$ cat config.mk
export PLATFORM = sky130hd
export DESIGN_NAME = id_ex_stage
export DESIGN_NICKNAME = d
export VERILOG_FILES = /design/src/rtl/id_ex_stage.sv
export SDC_FILE = /design/constraint.sdc
export NUM_CORES = 1
export LEC_CHECK = 0
export ABC_AREA = 1
export CAP_MARGIN = 20
export CORE_AREA = 5 5 179 181
export DETAILED_ROUTE_END_ITERATION = 12
export DIE_AREA = 0 0 184 186
export HOLD_SLACK_MARGIN = 0.02
export PLACE_DENSITY_LB_ADDON = 0.3
export SKIP_CTS_REPAIR_TIMING = 1
export SYNTH_ARGS = -nofsm -noshare
export SYNTH_HDL_FRONTEND = slang
export SYNTH_SLANG_ARGS = --single-unit
$ cat constraint.sdc
create_clock -name clk -period 3.5 [get_ports clk]
set_clock_uncertainty 0.15 [all_clocks]
set_input_delay 0.525 -clock clk [delete_from_list [all_inputs] [get_ports clk]]
set_output_delay 0.525 -clock clk [all_outputs]
set_load 0.01 [all_outputs]
$ cat src/rtl/id_ex_stage.sv
// id_ex_stage: ID/EX pipeline register with load-use hazard detection.
// Sits in front of the forwarding unit. It turns a load-use dependency into a
// single-cycle front-end stall plus a bubble. It also supports flush (the
// stage is killed) and ex_hold (the stage is frozen).
// Optional build macro STALL_CNT_EN: when defined, stall_count counts stall
// cycles. When it is not defined, stall_count is tied to zero.
module id_ex_stage #(
  parameter int DATA_W   = 64,
  parameter int REG_W    = 5,
  parameter int CTRL_W   = 8,
  parameter int ZERO_REG = 31
) (
  input  logic              clk,
  input  logic              rst,
  input  logic              id_valid,
  input  logic [REG_W-1:0]  id_rs1,
  input  logic [REG_W-1:0]  id_rs2,
  input  logic              id_use_rs1,
  input  logic              id_use_rs2,
  input  logic [REG_W-1:0]  id_rd,
  input  logic [DATA_W-1:0] id_rdata1,
  input  logic [DATA_W-1:0] id_rdata2,
  input  logic [DATA_W-1:0] id_imm,
  input  logic [CTRL_W-1:0] id_ctrl,
  input  logic              id_mem_read,
  input  logic              id_reg_write,
  input  logic              flush,
  input  logic              ex_hold,
  output logic              stall,
  output logic              ex_valid,
  output logic [REG_W-1:0]  ex_rs1,
  output logic [REG_W-1:0]  ex_rs2,
  output logic [REG_W-1:0]  ex_rd,
  output logic [DATA_W-1:0] ex_rdata1,
  output logic [DATA_W-1:0] ex_rdata2,
  output logic [DATA_W-1:0] ex_imm,
  output logic [CTRL_W-1:0] ex_ctrl,
  output logic              ex_mem_read,
  output logic              ex_reg_write,
  output logic [31:0]       stall_count
);

  localparam logic [REG_W-1:0] ZERO_R = REG_W'(ZERO_REG);

  logic              valid_q, valid_d;
  logic [REG_W-1:0]  rs1_q, rs1_d, rs2_q, rs2_d, rd_q, rd_d;
  logic [DATA_W-1:0] rdata1_q, rdata1_d, rdata2_q, rdata2_d, imm_q, imm_d;
  logic [CTRL_W-1:0] ctrl_q, ctrl_d;
  logic              mem_read_q, mem_read_d, reg_write_q, reg_write_d;
  logic              load_use;

  // The load in EX would feed the instruction in decode before its data exists.
  // XZR is never a real producer, and an empty decode slot consumes nothing.
  always_comb begin
    load_use = valid_q & mem_read_q & reg_write_q & (rd_q != ZERO_R) & id_valid &
               ((id_use_rs1 & (id_rs1 == rd_q)) | (id_use_rs2 & (id_rs2 == rd_q)));
    // A flush kills the fetch path upstream, so a load-use freeze is pointless.
    stall = ex_hold | (load_use & ~flush);
  end

  // Next-state selection: flush > hold > load-use bubble > normal capture.
  always_comb begin
    valid_d     = valid_q;
    rs1_d       = rs1_q;
    rs2_d       = rs2_q;
    rd_d        = rd_q;
    rdata1_d    = rdata1_q;
    rdata2_d    = rdata2_q;
    imm_d       = imm_q;
    ctrl_d      = ctrl_q;
    mem_read_d  = mem_read_q;
    reg_write_d = reg_write_q;
    if (flush || (!ex_hold && load_use)) begin
      // Bubble: the data fields are don't-care and are driven to zero.
      valid_d     = 1'b0;
      rs1_d       = '0;
      rs2_d       = '0;
      rd_d        = '0;
      rdata1_d    = '0;
      rdata2_d    = '0;
      imm_d       = '0;
      ctrl_d      = '0;
      mem_read_d  = 1'b0;
      reg_write_d = 1'b0;
    end else if (!ex_hold) begin
      valid_d     = id_valid;
      rs1_d       = id_rs1;
      rs2_d       = id_rs2;
      rd_d        = id_rd;
      rdata1_d    = id_rdata1;
      rdata2_d    = id_rdata2;
      imm_d       = id_imm;
      ctrl_d      = id_ctrl;
      mem_read_d  = id_mem_read & id_valid;
      reg_write_d = id_reg_write & id_valid;
    end
  end

  // Pipeline register with synchronous reset.
  always_ff @(posedge clk) begin
    if (rst) begin
      valid_q     <= 1'b0;
      rs1_q       <= '0;
      rs2_q       <= '0;
      rd_q        <= '0;
      rdata1_q    <= '0;
      rdata2_q    <= '0;
      imm_q       <= '0;
      ctrl_q      <= '0;
      mem_read_q  <= 1'b0;
      reg_write_q <= 1'b0;
    end else begin
      valid_q     <= valid_d;
      rs1_q       <= rs1_d;
      rs2_q       <= rs2_d;
      rd_q        <= rd_d;
      rdata1_q    <= rdata1_d;
      rdata2_q    <= rdata2_d;
      imm_q       <= imm_d;
      ctrl_q      <= ctrl_d;
      mem_read_q  <= mem_read_d;
      reg_write_q <= reg_write_d;
    end
  end

  assign ex_valid     = valid_q;
  assign ex_rs1       = rs1_q;
  assign ex_rs2       = rs2_q;
  assign ex_rd        = rd_q;
  assign ex_rdata1    = rdata1_q;
  assign ex_rdata2    = rdata2_q;
  assign ex_imm       = imm_q;
  assign ex_ctrl      = ctrl_q;
  assign ex_mem_read  = mem_read_q;
  assign ex_reg_write = reg_write_q;

`ifdef STALL_CNT_EN
  logic [31:0] stall_cnt_q;

  // Free-running stall-cycle counter. It wraps naturally and is cleared by reset.
  always_ff @(posedge clk) begin
    if (rst) begin
      stall_cnt_q <= 32'd0;
    end else if (stall) begin
      stall_cnt_q <= stall_cnt_q + 32'd1;
    end
  end

  assign stall_count = stall_cnt_q;
`else
  assign stall_count = 32'd0;
`endif

endmodule

==> metrics.md, run 1 <==
| Metric | Value |
|---|---|
| DR pass1 iterations | `4` |
| Unrepaired setup endpoints after global routing | `no` |
| Most used routing layer | `met2` |
| DR DRC count | `0` |
| Hold path startpoint | `ex_hold` |
| Hold Path Sink | `ex_rdata1[52]` |
| CTS tree | `yes` |
| FF-to-FF path depth | `10` |
| Clock latency at the later pin of the worst-skew pair | `510 ps` |
| Final period util | `83.7%` |
| First-pass GRT wire length | `39000 um` |
| Die height | `186 um` |
| Vias in the first global route | `6989` |
| Drt wl/cell | `16.1 um` |
| Final setup viols | `0` |
| Worst r2r dst | `ex_rdata1[15]` |
| Reg2reg setup slack | `1340 ps` |
| Largest net degree at the start of global routing | `118` |
| Final core utilization | `44.7%` |
| Met1 usage | `15.5%` |
| Fillers | `2906` |
| Root Driver | `clkbuf_16` |
| Detail Route Antenna Nets | `0` |
| Total Wirelength | `26600 um` |
| Hold Path Cell Cnt | `3` |
| Initial antenna violation count | `0` |
| DP Wirelength | `20100 um` |
| Post-Layout Inst Area | `13500 sq um` |
| Row count | `64` |
| Yosys reg bits | `218` |
| Slew Viols, Final | `0` |
| # clock sinks | `218` |
| Dpl ws | `586 ps` |
| Worst Setup Start Kind | `primary input` |
| Critical Path RT | `2820 ps` |
| Number of vias per cell | `4.15` |
| GR Overflow Total | `0` |
| Initial Util | `26.8%` |
| Layout area overhead | `66.8%` |
| Peak supply drop | `0.352 mV` |
| Clock slew at reported path FFs | `60 ps` |
| Rel. slew slack | `35.2%` |
| DRT iter0 DRCs | `199` |
| Hold Fails Final Rpt | `0` |
| Met2 usage in global routing | `24.6%` |
| Post-DP Area | `12800 sq um` |
| Pleak | `0.00567 uW` |
| PD cells | `434 nW/um^2` |
| Most common cell after layout, fill and taps aside | `clkdlybuf4s50_1` |
| Max Cap Viol | `0` |
| Port Buffers | `442` |
| Crit Path Category | `in -> out` |
| N_diodes | `0` |
| Actual slew at the worst max-slew pin | `972 ps` |
| TritonCTS Buffers | `25` |
| R2r startpoint | `ex_rd[1]` |
| Core Box Area | `30300 sq um` |
| Share of cells above drive strength 1 | `3.44%` |
| CP Capture Type | `output pin` |
| Tmin final | `2930 ps` |
| Most frequent cells in the layout | `clkdlybuf4s50_1, nor2_1, dfxtp_1, mux2i_1, conb_1` |
| Total global-route track usage | `14.2%` |
| Fmax | `341 MHz` |
| Worst min path class | `in -> reg` |
| Sequential area share after synthesis | `53.8%` |
| Synthesis Warnings | `0` |
| Netlist cell types | `16` |
| Cells after Synth | `811` |
| Fin nets | `1460` |
| Ports | `475` |
| Final setup margin | `570 ps` |
| GP Congestion | `0.824` |
| Status | `completed` |
| Bufs on Longest Clock Path | `3` |
| DR vias | `6831` |
| M3 GR Usage | `7.29%` |
| Syn Area/Cell | `10.0 sq um` |
| Synthesized area | `8110 sq um` |
| Die X | `184 um` |
| Setup TNS | `0 ps` |
| CP Data Arrival Time | `2250 ps` |
| Die ar. | `34200 sq um` |
| Worst-path fanout max | `2` |
| # H-tree levels | `1` |
[through the flow]
stage	power [uW]	hold WS [ps]	cells
4_1_cts	5980	240	1647
3_3_place_gp	3470	336	1605
3_5_place_dp	3470	348	1605
6_report	5870	268	1647
2_1_floorplan	3020	392	842
5_1_grt	6140	277	1647
[synthesized netlist by cell type]
cell / instances / share of area (%)
nand4_1: 1 / 0.077
conb_1: 1 / 0.046
nor3_1: 1 / 0.062
buf_6: 1 / 0.14
o21ai_0: 1 / 0.062
buf_4: 42 / 3.9
clkbuf_1: 11 / 0.51
mux2i_1: 206 / 25
a22oi_1: 2 / 0.19
a21oi_1: 10 / 0.62
dfxtp_1: 218 / 54
nand2_1: 31 / 1.4
buf_2: 28 / 1.7
nor2_1: 238 / 11
inv_1: 16 / 0.74
nand3_1: 4 / 0.25
[area by class of cell]
type / instances / area [sq um] / area share [%]
Clock buffer: 41 / 766 / 5.66
Clock inverter: 1 / 8.76 / 0.0647
Inverter: 16 / 60.1 / 0.444
Multi-Input combinational cell: 526 / 3300 / 24.4
Sequential cell: 218 / 4360 / 32.3
Tap cell: 396 / 495 / 3.66
Timing Repair Buffer: 449 / 4530 / 33.5
[metal layers]
metal	share of wire [%]	vias up	wire length, um
met5	0	-	0
met4	1.9	0	510
met3	13	33	3450
met2	48	321	12800
met1	37	3060	9810
li1	-	3417	-
[worst max path at each step]
stage | from | to
final | id_rs2[2] | stall
after global routing | ex_rd[0] | stall
after CTS | ex_rd[2] | stall
after detailed placement | id_rs2[2] | stall
after global placement | id_rs2[2] | stall
after floorplan | id_rs2[1] | stall
[worst max-delay path, stage by stage]
cell	delay, ps
clkdlybuf4s50_1	480
inv_1	60
nand2_1	60
nand2_1	70
nor2_1	90
nand3_1	80
nand2_1	120
nand2_1	50
o21ai_0	160
clkdlybuf4s50_1	560
[registers in the layout, indices dropped and copies added, names as in the netlist]
register / count
ex_imm: 64
ex_rs1: 5
ex_mem_read: 1
ex_rdata2: 64
ex_ctrl: 8
ex_rd: 5
ex_valid: 1
ex_rdata1: 64
ex_reg_write: 1
ex_rs2: 5
[kinds of logic after synthesis]
group	count (synthesis)	share of synthesized area (%)
mux	206	25.4
simple gates	275	12.8
buf+inv	98	7.01
compound gates	13	0.864
other cells	1	0.0462
flops	218	53.8
[power breakdown]
| group | switching (uW) | internal (uW) |
|---|---|---|
| registers | 44.1 | 2560 |
| logic | 315 | 489 |
| clock network | 981 | 1470 |
| total | 1340 | 4530 |
Power figures use the tool's default switching activity.
==> inputs of run 2 (changes only) <==
--- a/config.mk
+++ b/config.mk
@@ -7,9 +7,9 @@
 export LEC_CHECK = 0
 export ABC_AREA = 1
 export CAP_MARGIN = 20
-export CORE_AREA = 5 5 179 181
+export CORE_AREA = 5 5 181 183
 export DETAILED_ROUTE_END_ITERATION = 12
-export DIE_AREA = 0 0 184 186
+export DIE_AREA = 0 0 186 188
 export HOLD_SLACK_MARGIN = 0.02
 export PLACE_DENSITY_LB_ADDON = 0.3
 export SKIP_CTS_REPAIR_TIMING = 1
==> constraint.sdc (replaced) <==
create_clock -name clk -period 2.8 [get_ports clk]
set_clock_uncertainty 0.15 [all_clocks]
set_input_delay 0.42 -clock clk [delete_from_list [all_inputs] [get_ports clk]]
set_output_delay 0.42 -clock clk [all_outputs]
set_load 0.01 [all_outputs]
==> run 2 against run 1 <==
  * First-iteration DRC count decreased by 17%
  * Combinational power increased by 27%
  * Utilization decreased by 0.46 points
  * Final cell count increased by 0.85%
  * Via count increased by 0.18%
  * Cell area increased by 1.6%
  * Largest cell class unchanged
==> metrics.md, run 2 (same netlist as run 1, synthesis figures left out) <==
| Metric | Value |
|---|---|
| DRT iter0 DRCs | `166 (was 199)` |
| Bufs on Longest Clock Path | `3 (unchanged)` |
| Largest net degree at the start of global routing | `111 (was 118)` |
| Non-Filler Instances | `1661 (was 1647)` |
| Number of vias per cell | `4.12 (was 4.15)` |
| FF-to-FF path depth | `10 (unchanged)` |
| Hold Path Cell Cnt | `2 (was 3)` |
| DP Wirelength | `20000 um (was 20100 um)` |
| # H-tree levels | `1 (unchanged)` |
| Total Wirelength | `26400 um (was 26600 um)` |
| R2r startpoint | `ex_rd[3] (was ex_rd[1])` |
| Rel. slew slack | `38.8% (was 35.2%)` |
| Unrepaired setup endpoints after global routing | `no (unchanged)` |
| Fillers | `2967 (was 2906)` |
| Total global-route track usage | `14.0% (was 14.2%)` |
| TritonCTS Buffers | `26 (was 25)` |
| DR vias | `6843 (was 6831)` |
| Gate power share | `13.3% (was 13.7%)` |
| Tmin final | `2350 ps` |
| Row count | `65 (was 64)` |
| Critical Path RT | `2230 ps (was 2820 ps)` |
| Clk pwr share | `44.0% (was 41.8%)` |
| GP Congestion | `0.825 (was 0.824)` |
| Worst r2r dst | `ex_imm[39] (was ex_rdata1[15])` |
| PD cells | `556 nW/um^2 (was 434 nW/um^2)` |
| P_int | `5930 uW (was 4530 uW)` |
| Placed cell count | `1616 (was 1605)` |
| Worst min path class | `reg -> reg (was in -> reg)` |
| Die height | `188 um (was 186 um)` |
| Root Driver | `clkbuf_16 (unchanged)` |
| Worst-path fanout max | `6 (was 2)` |
| Layout area overhead | `69.4% (was 66.8%)` |
| Dpl ws | `139 ps (was 586 ps)` |
| DR DRC count | `0 (unchanged)` |
| GR Overflow Total | `0 (unchanged)` |
| Worst Setup Start Kind | `register (was primary input)` |
| Switching power | `1710 uW (was 1340 uW)` |
| Actual slew at the worst max-slew pin | `919 ps (was 972 ps)` |
| Clock latency at the later pin of the worst-skew pair | `510 ps (about the same)` |
| Final period util | `84.0%` |
| Post-DP Area | `12900 sq um (was 12800 sq um)` |
| Hold Path Sink | `ex_rs2[2] (was ex_rdata1[52])` |
| Initial Util | `26.1% (was 26.8%)` |
| Hold path startpoint | `ex_rs2[2] (was ex_hold)` |
| CTS tree | `yes (unchanged)` |
| # clock sinks | `218 (unchanged)` |
| Core Box Area | `31100 sq um (was 30300 sq um)` |
| Max Cap Viol | `0 (unchanged)` |
| Status | `completed (unchanged)` |
| CP Capture Type | `output pin (unchanged)` |
| Power after layout | `7640 uW (was 5870 uW)` |
| Die ar. | `35000 sq um (was 34200 sq um)` |
| Peak supply drop | `0.440 mV (was 0.352 mV)` |
| Post-Layout Inst Area | `13700 sq um (was 13500 sq um)` |
| CP Data Arrival Time | `1780 ps (was 2250 ps)` |
| Share of cells above drive strength 1 | `4.61% (was 3.44%)` |
| DR pass1 iterations | `4 (unchanged)` |
| Vias in the first global route | `7035 (was 6989)` |
| Final setup viols | `0 (unchanged)` |
| Crit Path Category | `reg -> out (was in -> out)` |
| Pleak | `0.00578 uW (was 0.00567 uW)` |
| Port Buffers | `442 (unchanged)` |
| Most frequent cells in the layout | `clkdlybuf4s50_1, nor2_1, dfxtp_1, mux2i_1, conb_1 (unchanged)` |
| Clock slew at reported path FFs | `60 ps (about the same)` |
| Reg2reg setup slack | `910 ps (was 1340 ps)` |
| Drt wl/cell | `15.9 um (was 16.1 um)` |
| Initial antenna violation count | `0 (unchanged)` |
| Final setup margin | `447 ps (was 570 ps)` |
| First-pass GRT wire length | `39500 um (was 39000 um)` |
| Fin nets | `1466 (was 1460)` |
| Hold Fails Final Rpt | `0 (unchanged)` |
| N_diodes | `0 (unchanged)` |
| Most common cell after layout, fill and taps aside | `clkdlybuf4s50_1 (unchanged)` |
| Sw frac | `22.4% (was 22.8%)` |
| Detail Route Antenna Nets | `0 (unchanged)` |
| Fmax | `425 MHz` |
| Die X | `186 um (was 184 um)` |
| Sequential power share | `42.7% (was 44.5%)` |
| Setup TNS | `0 ps (unchanged)` |
| Slew Viols, Final | `0 (unchanged)` |
| Ports | `475 (unchanged)` |
==> run 2: critical path, cell delays in order, from the launching register on <==
cell            delay, ps
dfxtp_1               430
inv_1                  80
nand2_1                60
nand2_1                50
nor2_1                100
nand3_1                80
nand2_1               110
nand2_1                50
o21ai_0               120
dlymetal6s2s_1        170
==> run 2: per-stage QoR <==
| step | utilization, % | hold slack (ps) |
|---|---|---|
| final | 44.2 | 354 |
| after global routing | 44.2 | 353 |
| after CTS | 44.2 | 335 |
| after detailed placement | 41.4 | 346 |
| after global placement | 41.4 | 336 |
| after floorplan | - | 392 |
==> run 2: worst max-delay path by stage <==
stage,startpoint,end,slack [ps],depth (start not counted)
final,ex_rd[3],stall,450,9
after detailed placement,id_rs1[4],stall,140,10
after global routing,ex_rd[4],stall,320,9
after floorplan,ex_rd[3],stall,1100,8
after global placement,id_rs2[3],stall,130,10
after CTS,ex_rd[2],stall,0.4,9
==> run 2: layout make-up <==
class / count / area, sq um / area share [%]
clock inverters: 3 / 40.0 / 0.291
inverters: 16 / 60.1 / 0.437
flip-flops and latches: 218 / 4370 / 31.8
well taps: 402 / 503 / 3.66
multi-input cells: 526 / 3300 / 24.0
repair buffers: 454 / 4630 / 33.7
clock buffers: 42 / 832 / 6.06
==> run 2: power by group through the flow <==
stage	combinational, uW	clock (uW)	sequential [uW]
6_report	1020	3360	3260
3_5_place_dp	1030	0	3330
4_1_cts	1030	3490	3260
3_3_place_gp	1030	0	3320
2_1_floorplan	405	0	3370
5_1_grt	1100	3630	3270
==> run 2: metal layers <==
| metal | vias up | track usage, % | part of all wire [%] |
|---|---|---|---|
| met1 | 3050 | 14.8 | 36 |
| met2 | 321 | 25.0 | 49 |
| met3 | 35 | 6.75 | 13 |
| met5 | - | 0 | 0 |
| li1 | 3437 | - | - |
| met4 | 0 | 3.36 | 2.0 |
